File: config.mk
export PLATFORM = sky130hd
export DESIGN_NAME = tx_mem_symbol_streamer
export DESIGN_NICKNAME = d
export VERILOG_FILES = /design/src/rtl/tx_stream_pkg.sv /design/src/rtl/tx_sym_unpacker.sv /design/src/rtl/tx_mem_symbol_streamer.sv
export SDC_FILE = /design/constraint.sdc
export NUM_CORES = 1
export LEC_CHECK = 0
export CAP_MARGIN = 40
export CORE_MARGIN = 2
export CORE_UTILIZATION = 43
export DETAILED_ROUTE_END_ITERATION = 7
export PLACE_DENSITY = 0.69
export SYNTH_ARGS = -nofsm -noshare
export SYNTH_HDL_FRONTEND = slang
export SYNTH_SLANG_ARGS = --single-unit
File: constraint.sdc
create_clock -name clk -period 2.7 [get_ports clk]
set_clock_uncertainty 0.05 [all_clocks]
set_input_delay 0.81 -clock clk [delete_from_list [all_inputs] [get_ports clk]]
set_output_delay 0.81 -clock clk [all_outputs]
set_load 0.01 [all_outputs]
File: src/rtl/tx_stream_pkg.sv
// Shared types and helpers for the TX RAM symbol streamer.
package tx_stream_pkg;

  typedef enum logic [2:0] {
    IDLE   = 3'd0,
    FILL   = 3'd1,
    STREAM = 3'd2,
    DRAIN  = 3'd3,
    DONE   = 3'd4
  } tx_state_e;

  function automatic int spw_of(input int data_w, input int sym_w);
    return data_w / sym_w;
  endfunction

  function automatic int sym_idx_w(input int spw);
    return (spw > 1) ? $clog2(spw) : 1;
  endfunction

endpackage

File: src/rtl/tx_sym_unpacker.sv
// Two-word symbol buffer: shifts cur_word out LSB first and keeps one prefetched word.
module tx_sym_unpacker
  import tx_stream_pkg::*;
#(
  parameter int DATA_W = 32,
  parameter int SYM_W  = 2
) (
  input  logic              clk,
  input  logic              reset_n,
  input  logic              flush,
  input  logic              load,
  input  logic [DATA_W-1:0] word_in,
  input  logic              ready,
  output logic [SYM_W-1:0]  sym_data,
  output logic              sym_valid,
  output logic              empty,
  output logic              word_end
);

  localparam int SPW   = spw_of(DATA_W, SYM_W);
  localparam int IDX_W = sym_idx_w(SPW);
  localparam logic [IDX_W-1:0] LAST_IDX = IDX_W'(SPW - 1);

  logic [DATA_W-1:0] cur_word;
  logic [DATA_W-1:0] nxt_word;
  logic              cur_valid;
  logic              nxt_full;
  logic [IDX_W-1:0]  sym_idx;
  logic              fire;

  assign fire      = cur_valid & ready;
  assign word_end  = fire && (sym_idx == LAST_IDX);
  assign sym_data  = cur_word[SYM_W-1:0];
  assign sym_valid = cur_valid;
  assign empty     = ~nxt_full;

  always_ff @(posedge clk or negedge reset_n) begin
    if (!reset_n) begin
      cur_word  <= '0;
      nxt_word  <= '0;
      cur_valid <= 1'b0;
      nxt_full  <= 1'b0;
      sym_idx   <= '0;
    end else if (flush) begin
      cur_word  <= '0;
      nxt_word  <= '0;
      cur_valid <= 1'b0;
      nxt_full  <= 1'b0;
      sym_idx   <= '0;
    end else if (word_end) begin
      // Word boundary: promote the prefetch (or the arriving word) with no bubble.
      sym_idx <= '0;
      if (nxt_full) begin
        cur_word <= nxt_word;
        nxt_full <= load;
        if (load) nxt_word <= word_in;
      end else if (load) begin
        cur_word <= word_in;
      end else begin
        cur_word  <= '0;
        cur_valid <= 1'b0;
      end
    end else begin
      if (fire) begin
        cur_word <= cur_word >> SYM_W;
        sym_idx  <= sym_idx + 1'b1;
      end
      if (load) begin
        if (!cur_valid) begin
          cur_word  <= word_in;
          cur_valid <= 1'b1;
        end else begin
          nxt_word <= word_in;
          nxt_full <= 1'b1;
        end
      end
    end
  end

endmodule

File: src/rtl/tx_mem_symbol_streamer.sv
// Avalon-MM read master draining a TX pattern window from RAM into a symbol stream.
//  state  | meaning
//  IDLE   | waiting for start
//  FILL   | first word in flight
//  STREAM | symbols emitted, reads still to issue
//  DRAIN  | no further reads; remaining symbols emitted
//  DONE   | done pulse, then IDLE
module tx_mem_symbol_streamer
  import tx_stream_pkg::*;
#(
  parameter int ADDR_W = 10,
  parameter int DATA_W = 32,
  parameter int SYM_W  = 2
) (
  input  logic              clk,
  input  logic              reset_n,
  input  logic              start,
  input  logic              stop,
  input  logic              loop_en,
  input  logic [ADDR_W-1:0] base_addr,
  input  logic [ADDR_W:0]   num_words,
  output logic [ADDR_W-1:0] mem_address,
  output logic              mem_chipselect,
  output logic              mem_write,
  output logic              mem_clken,
  input  logic [DATA_W-1:0] mem_readdata,
  output logic [SYM_W-1:0]  sym_data,
  output logic              sym_valid,
  input  logic              sym_ready,
  output logic              busy,
  output logic              done
);

  tx_state_e         state;
  logic              loop_q;
  logic [ADDR_W-1:0] base_q;
  logic [ADDR_W:0]   num_q;
  logic [ADDR_W:0]   word_idx;
  logic [ADDR_W:0]   idx_inc;
  logic              rvalid;
  logic              stop_pend;
  logic              unp_empty;
  logic              word_end;
  logic              active;
  logic              stop_req;
  logic              flush_now;
  logic              more;
  logic              issue;
  logic              finish;

  assign mem_write = 1'b0;
  assign mem_clken = 1'b1;

  assign active    = (state == FILL) || (state == STREAM) || (state == DRAIN);
  assign stop_req  = active && (stop || stop_pend);
  // A symbol stalled by backpressure must be accepted before the flush.
  assign flush_now = stop_req && !(sym_valid && !sym_ready);
  assign more      = loop_q || (word_idx != num_q);
  assign issue     = active && !stop_req && unp_empty && !mem_chipselect && !rvalid && more;
  assign finish    = active && !more && !mem_chipselect && !rvalid && unp_empty && word_end;

  always_comb begin
    idx_inc = word_idx + 1'b1;
    if (loop_q && (idx_inc == num_q)) idx_inc = '0;
  end

  always_ff @(posedge clk or negedge reset_n) begin
    if (!reset_n) begin
      state          <= IDLE;
      loop_q         <= 1'b0;
      base_q         <= '0;
      num_q          <= '0;
      word_idx       <= '0;
      rvalid         <= 1'b0;
      stop_pend      <= 1'b0;
      mem_address    <= '0;
      mem_chipselect <= 1'b0;
      busy           <= 1'b0;
      done           <= 1'b0;
    end else begin
      rvalid         <= mem_chipselect && !flush_now;
      mem_chipselect <= 1'b0;
      done           <= 1'b0;
      case (state)
        IDLE: begin
          stop_pend <= 1'b0;
          if (start && !stop) begin
            loop_q <= loop_en;
            base_q <= base_addr;
            num_q  <= num_words;
            busy   <= 1'b1;
            if (num_words == '0) begin
              state <= DONE;
              done  <= 1'b1;
            end else begin
              state          <= FILL;
              mem_chipselect <= 1'b1;
              mem_address    <= base_addr;
              word_idx       <= (loop_en && (num_words == (ADDR_W+1)'(1))) ? '0 : (ADDR_W+1)'(1);
            end
          end
        end
        FILL, STREAM, DRAIN: begin
          if (flush_now) begin
            state     <= IDLE;
            busy      <= 1'b0;
            stop_pend <= 1'b0;
            word_idx  <= '0;
          end else if (finish) begin
            state <= DONE;
            done  <= 1'b1;
          end else begin
            if (stop) stop_pend <= 1'b1;
            if (issue) begin
              mem_chipselect <= 1'b1;
              mem_address    <= base_q + word_idx[ADDR_W-1:0];
              word_idx       <= idx_inc;
            end
            if (state == FILL) begin
              if (rvalid) state <= more ? STREAM : DRAIN;
            end else if (state == STREAM && !more) begin
              state <= DRAIN;
            end
          end
        end
        DONE: begin
          state <= IDLE;
          busy  <= 1'b0;
        end
        default: state <= IDLE;
      endcase
    end
  end

  tx_sym_unpacker #(
    .DATA_W (DATA_W),
    .SYM_W  (SYM_W)
  ) u_unpacker (
    .clk       (clk),
    .reset_n   (reset_n),
    .flush     (flush_now),
    .load      (rvalid),
    .word_in   (mem_readdata),
    .ready     (sym_ready),
    .sym_data  (sym_data),
    .sym_valid (sym_valid),
    .empty     (unp_empty),
    .word_end  (word_end)
  );

endmodule
==> results of run 1 <==
## stage by stage
step           TNS (ps)  cell area [sq um]
2_1_floorplan         0               6854
4_1_cts               0               8746
6_report              0               8746
3_5_place_dp      -3587               8093
3_3_place_gp      -4807               8085
5_1_grt               0               8746
## Yosys cell counts, types with 8 or more instances
master | number | share of area [%]
nand3_1 | 41 | 3.0
ha_1 | 11 | 2.0
inv_1 | 9 | 0.49
nand2_1 | 187 | 10
o21ai_1 | 16 | 1.2
a21oi_1 | 27 | 2.0
xnor2_1 | 8 | 1.0
nor2_1 | 38 | 2.1
mux2i_1 | 33 | 4.8
a31oi_1 | 12 | 1.1
clkbuf_1 | 34 | 1.9
xor2_1 | 12 | 1.5
mux2_2 | 11 | 1.8
dfrtp_1 | 121 | 44
a221oi_1 | 30 | 3.8
buf_2 | 13 | 0.95
o21ai_0 | 72 | 5.3
## final timing paths
| path | slack (ps) | start | depth (start not counted) | end |
|---|---|---|---|---|
| min reg2reg | 430 | u_unpacker.nxt_word[4] | 2 | u_unpacker.nxt_word[4] |
| max in group asynchronous | 1630 | reset_n | 2 | u_unpacker.cur_word[16] |
| min | 290 | reset_n | 1 | num_q[9] |
| max | 270 | word_idx[0] | 10 | mem_address[8] |
| max reg2reg | 270 | word_idx[0] | 10 | mem_address[8] |
| min in group clk | 430 | u_unpacker.nxt_word[4] | 2 | u_unpacker.nxt_word[4] |
## where the power goes
part	switching, mW	leakage [nW]	internal (mW)
registers	0.525	1.55	2.52
logic	2.37	2.04	1.95
clock network	0.838	0.312	1.68
## routing by layer
layer | vias up | part of all wire [%]
met5 | - | 0
met1 | 2866 | 46
met2 | 192 | 47
met4 | 0 | 1.5
met3 | 24 | 5.3
li1 | 2946 | -
## area by class of cell
type | instances | area share (%)
well taps | 216 | 3.090
flip-flops and latches | 121 | 34.64
repair buffers | 127 | 14.13
inverters | 10 | 0.4292
clock buffers | 20 | 5.222
multi-input cells | 594 | 40.24
clock inverters | 12 | 2.246
## worst register-to-register path: cells and delay by family (launching register included)
| kind | cells | cell delay (ps) |
|---|---|---|
| XOR/XNOR | 1 | 140 |
| buffers and inverters | 1 | 70 |
| AND/OR/NAND/NOR | 1 | 170 |
| adder cells (fa/ha/maj) | 2 | 600 |
| AO/OA/AOI/OAI | 4 | 730 |
| multiplexers | 1 | 150 |
| flip-flops | 1 | 400 |
## logic make-up after synthesis
logic type / count (synthesis) / synth area share, %
buffers and inverters: 69 / 4.618
AOI/OAI and AO/OA: 191 / 17.76
DFF: 121 / 44.18
muxes: 44 / 6.627
other: 2 / 0.1096
adders and majority gates: 12 / 2.300
xor gates and xnor gates: 20 / 2.556
and+or+nand+nor: 325 / 21.85
## flip-flops by register name, indices dropped and copies added, names as in the netlist, 3 cells and up
name                 flops
base_q                  10
mem_address             10
num_q                   11
state                    3
u_unpacker.cur_word     32
u_unpacker.nxt_word     32
u_unpacker.sym_idx       4
word_idx                11
==> summary.txt, run 1 <==
Run status
  • Status: finished, final reports clean

Clock network
  • CTS tree: built
  • Worst-case clock buffer depth: 2
  • Clock edge transition at the registers on the reported setup and hold paths: 50 ps
  • CTS Hold Bufs: 0
  • H-tree levels: 4
  • Setup Buffers After CTS: 0
  • CTS root buf: clkbuf_16
  • CTS Buf Count: 17
  • Worst-Skew Late Latency: 420 ps
  • Clock sink count: 121
  • PostCTS Resize Cnt: 0

Global route
  • Met1 usage: 30.33%
  • All-Layer GR Usage: 21.97%
  • First-pass GRT wire length: 29.12 mm
  • GR met2 Demand/Resource: 34.49%
  • Initial antenna violation count: 0
  • Largest net degree at the start of global routing: 38
  • Vias in the first global route: 5890
  • Gr ovfl total: 0
  • M3 GR Usage: 5.166%
  • GR peak layer: met2

Drt
  • Vias per cell: 5.480
  • Routed len/inst: 15.95 microns
  • Pre-Repair DR Iteration Count: 5
  • # DRC: 0
  • Post-route ant nets: 0
  • Routed wire length: 17.54 mm
  • Via count: 6028
  • Initial DRC count: 468

Final layout
  • Commonest non-fill, non-tap cell in the layout: nand2_1
  • ANT cells: 0
  • Util after Layout: 55.66%
  • Reg area: 3029 sq um
  • Highest-count cells in the layout ignoring fill and taps: nand2_1, dfrtp_1, clkdlybuf4s50_1
  • Area grow syn2layout: 27.60%
  • Share of layout cells above drive strength 1: 12.90%
  • # nets final: 942
  • Final Non-Filler Cells: 1100
  • Area of the multi-input gates: 3520 sq um
  • Fill cells: 1398

Floorplan
  • Die width: 130.3 microns
  • Height of the die: 130.3 microns
  • Die area: 16970 sq um
  • Io pins: 77
  • Row cnt: 46
  • Floorplan core area: 15710 sq um
  • Starting Density: 43.62%

Setup path
  • Crit path largest cell delay: 400 ps
  • Worst EP required: 2950 ps
  • Cell breakdown of the critical path: ha_1, inv_1, fa_1, nor2b_1, o21ai_0, a21boi_0, o32ai_1, xnor2_1, mux2i_1, o21ai_0
  • Crit-path most repeated cell: o21ai_0
  • Critical path buffers and inverters: 1
  • Critical path launch point type: flip-flop
  • Worst Path Max Fanout: 4
  • Slowest-stage cell, CP: dfrtp_1
  • CP top delay family: compound AO/OA/AOI/OAI gates
  • CP Capture Type: flip-flop
  • Critical path class: flip-flop to flip-flop
  • WP data arrival: 2680 ps

Yosys
  • Post-synth EDFFs: 0
  • Post-Syn Instances: 784
  • Flops & latches, synth: 121
  • Syn Area/Cell: 8.742 sq um
  • Post-Syn Area: 6854 sq um
  • Yosys synthesis warning count: 0
  • Syn nets: 855
  • Sequential fraction of the synthesis area: 44.18%
  • Predominant post-synthesis flop cell: dfrtp_1
  • Unique masters post-synth: 70
  • Async SR Flop Fraction: 100.0%

Timing
  • Final setup fails: 0
  • Worst-Margin Slew: 601.5 ps
  • Final worst-path cycle share: 90.08%
  • FMAX: 0.4112 GHz
  • Final min period: 2432 ps
  • RSZ-0062 raised after global routing: no
  • Max-slew violations: 0
  • Relative slew slack: 59.90%
  • Final worst slack: 267.8 ps
  • Fin. Hold Viols: 0
  • Min Hold Slack: 292.4 ps

Place
  • IO Port Bufs: 74
  • Dpl cells: 1068
  • Pre-CTS WS: -161.0 ps
  • Post-DP HPWL: 11.77 mm
  • Placer's final routability congestion estimate: 0.8340

Worst hold path
  • Hold crit path type: primary input to async pin

Pwr
  • Overall power: 9.883 mW
  • Peak supply drop: 0.6401 mV
  • Pwr/cell area: 1130 nW/um^2
  • P_leak: 3.902 nW

Job
  • Maxcap violations: 0
No activity file was read; power rests on OpenSTA's default activity.
==> run 2: changes to the inputs <==
Settings changed: CTS_CLUSTER_DIAMETER set to 30.
==> results of run 2 <==
No change in the layout: final DEF, timing and power equal those of run 1.
==> run 3: changes to the inputs <==
Settings changed: ABC_AREA set to 0, CORE_MARGIN 2 to 3, PLACE_DENSITY 0.69 to 0.68, SYNTH_HIERARCHICAL set to 1.
==> run 3 against run 2 <==
Compared with the run above: clock power is 8.7% lower; flip-flop and latch count stayed put; routed wire length is 11% higher; global-route usage is 2.3 points lower; non-clock buffer count is 2 lower; largest cell class unchanged.
==> summary.txt, run 3 <==
Global route
  • GR met2 Demand/Resource: 30.24% (-4.3 points)
  • Gr ovfl total: 0 (unchanged)
  • First-pass GRT wire length: 32.06 mm (+10%)
  • Vias in the first global route: 6188 (+5.1%)
  • Initial antenna violation count: 0 (unchanged)
  • M3 GR Usage: 4.622% (-0.54 points)
  • Largest net degree at the start of global routing: 70 (+84%)
  • Met1 usage: 27.58% (-2.8 points)
  • All-Layer GR Usage: 19.71% (-2.3 points)
  • GR peak layer: met2

Yosys
  • Yosys top cell area share: 37.67% (-6.5 points)
  • Post-synth EDFFs: 0 (unchanged)
  • Yosys synthesis warning count: 6 (+6)
  • Unique masters post-synth: 69 (-1.4%)
  • Syn nets: 888 (+3.9%)
  • Most frequent cells after synthesis: dfrtp_1, mux2i_1, nand2_1
  • Flops & latches, synth: 121 (unchanged)
  • Area leader, netlist: dfrtp_1
  • Async SR Flop Fraction: 100.0% (unchanged)
  • Predominant post-synthesis flop cell: dfrtp_1
  • Syn Area/Cell: 9.838 sq um (+13%)
  • Most common cell in the netlist: dfrtp_1
  • Post-Syn Area: 8038 sq um (+17%)
  • Sequential fraction of the synthesis area: 37.67% (-6.5 points)
  • Post-Syn Instances: 817 (+4.2%)
  • Top cells by area, synth: dfrtp_1, mux2i_1, mux2_2

Pwr
  • Peak supply drop: 0.5048 mV (-21%)
  • P_leak: 4.192 nW (+7.5%)
  • Pwr/cell area: 982.8 nW/um^2 (-13%)
  • Overall power: 9.604 mW (-2.8%)

Drt
  • Via count: 6474 (+7.4%)
  • Post-route ant nets: 0 (unchanged)
  • Routed len/inst: 17.23 microns (+8.0%)
  • # DRC: 0 (unchanged)
  • Initial DRC count: 388 (-17%)
  • Routed wire length: 19.52 mm (+11%)
  • Pre-Repair DR Iteration Count: 5 (unchanged)
  • Vias per cell: 5.714 (+4.3%)

Clock network
  • CTS root buf: clkbuf_16
  • Worst-Skew Late Latency: 430 ps (about the same)
  • Worst-case clock buffer depth: 2 (unchanged)
  • CTS tree: built
  • Clock sink count: 121 (unchanged)
  • H-tree levels: 4 (unchanged)
  • Clock edge transition at the registers on the reported setup and hold paths: 60 ps (about the same)
  • CTS Buf Count: 17 (unchanged)

Place
  • Placer's final routability congestion estimate: 0.8465 (+1.5%)
  • Pre-CTS WS: -542.1 ps (-381.2 ps)
  • IO Port Bufs: 74 (unchanged)
  • Dpl cells: 1100 (+3.0%)
  • Post-DP HPWL: 12.62 mm (+7.3%)
  • Placed Area: 9156 sq um (+13%)

Floorplan
  • Height of the die: 142.7 microns (+9.6%)
  • Die area: 20370 sq um (+20%)
  • Die width: 142.7 microns (+9.6%)
  • Starting Density: 44.29% (+0.67 points)
  • Floorplan core area: 18150 sq um (+15%)
  • Io pins: 77 (unchanged)
  • Row cnt: 49 (+6.5%)

Timing
  • Min Hold Slack: 324.2 ps (+31.81 ps)
  • Setup TNS: 0 ps (unchanged)
  • Worst-Margin Slew: 656.9 ps (+55.35 ps)
  • Final min period: 2550 ps (+117.8 ps)
  • FMAX: 0.3922 GHz (-4.6%)
  • Final setup fails: 0 (unchanged)
  • Max-slew violations: 0 (unchanged)
  • Fin. Hold Viols: 0 (unchanged)
  • Final worst slack: 150.0 ps (-117.9 ps)
  • RSZ-0062 raised after global routing: no
  • Final worst-path cycle share: 94.44% (+4.4 points)
  • Relative slew slack: 55.74% (-4.2 points)

Final layout
  • # nets final: 963 (+2.2%)
  • Share of layout cells above drive strength 1: 17.04% (+4.1 points)
  • Util after Layout: 53.85% (-1.8 points)
  • Area grow syn2layout: 21.58%
  • Commonest non-fill, non-tap cell in the layout: dfrtp_1
  • Final Non-Filler Cells: 1133 (+3.0%)
  • Post-route cell area: 9772 sq um (+12%)
  • ANT cells: 0 (unchanged)
  • Highest-count cells in the layout ignoring fill and taps: dfrtp_1, mux2i_1, nand2_1
  • Regs by FF count: u_unpacker/cur_word: 32 flops, u_unpacker/nxt_word: 32 flops

Setup path
  • CP top delay family: simple AND/OR/NAND/NOR gates
  • FF-to-FF Start: word_idx[3]
  • Crit path largest cell delay: 530 ps (+130 ps)
  • Worst Setup SP: num_words[1]
  • WP data arrival: 2870 ps (+190 ps)
  • Critical path launch point type: primary input
  • Worst EP required: 3020 ps (+70 ps)
  • Slowest-stage cell, CP: or4_4
  • Critical path buffers and inverters: 3 (+2)
  • Critical path class: primary input to flip-flop
  • CP Capture Type: flip-flop
  • Cell breakdown of the critical path: dlygate4sd2_1, or4_4, or4_4, buf_4, nand2b_1, o21ai_2, buf_4, o311ai_1, o21a_1
  • Worst Path Max Fanout: 12 (+8)
  • Reg2Reg Depth: 6 (-4)
  • Critical path depth: 9 (-1)

Run status
  • Status: finished, final reports clean

Job
  • Maxcap violations: 0 (unchanged)

Worst hold path
  • Hold crit path type: primary input to async pin
==> run 3: path summary, 6_finish.rpt <==
kind	endpoint	slack (ps)
setup / recovery	mem_address[4]	150
hold / removal	u_unpacker/nxt_word[9]	320
setup reg to reg	word_idx[1]	230
hold reg to reg	mem_address[4]	440
max in group asynchronous	word_idx[0]	1910
min in group clk	mem_address[4]	440
==> run 3: metal layers <==
| layer | up-vias | wire (microns) |
|---|---|---|
| met3 | 18 | 939 |
| met1 | 3165 | 9368 |
| met5 | - | 0 |
| met4 | 0 | 238 |
| met2 | 158 | 8977 |
| li1 | 3133 | - |
==> run 3: power by group <==
| group | internal [mW] | switching (mW) | leakage (nW) |
|---|---|---|---|
| sequential | 2.45 | 0.499 | 1.56 |
| combinational | 2.23 | 2.13 | 2.35 |
| clock | 1.49 | 0.812 | 0.283 |
==> run 3: layout make-up <==
class | instances | area, sq um
Clock inverter | 8 | 120.1
Clock buffer | 23 | 467.9
Sequential cell | 121 | 3033
Multi-Input combinational cell | 614 | 4614
Inverter | 13 | 48.80
Tap cell | 229 | 286.5
Timing Repair Buffer | 125 | 1201
Fill cell | 1635 | 8376
==> run 3: repair_timing <==
action                                  4_1_cts  5_1_grt
hold buffers                                  0        0
buffers inserted                              1        0
gates resized for setup                      10        3
gates cloned                                  1        0
endpoints found under the setup margin       15       18
pin swaps                                     4        2
==> run 3: cells by family after synthesis <==
kind of cell               share of synthesized area (%)
and+or+nand+nor                                    19.33
AOI/OAI and AO/OA                                  13.92
muxes                                              19.40
DFF                                                37.67
buffers and inverters                              5.339
xor gates and xnor gates                           2.288
adders and majority gates                          1.961
other                                            0.09343
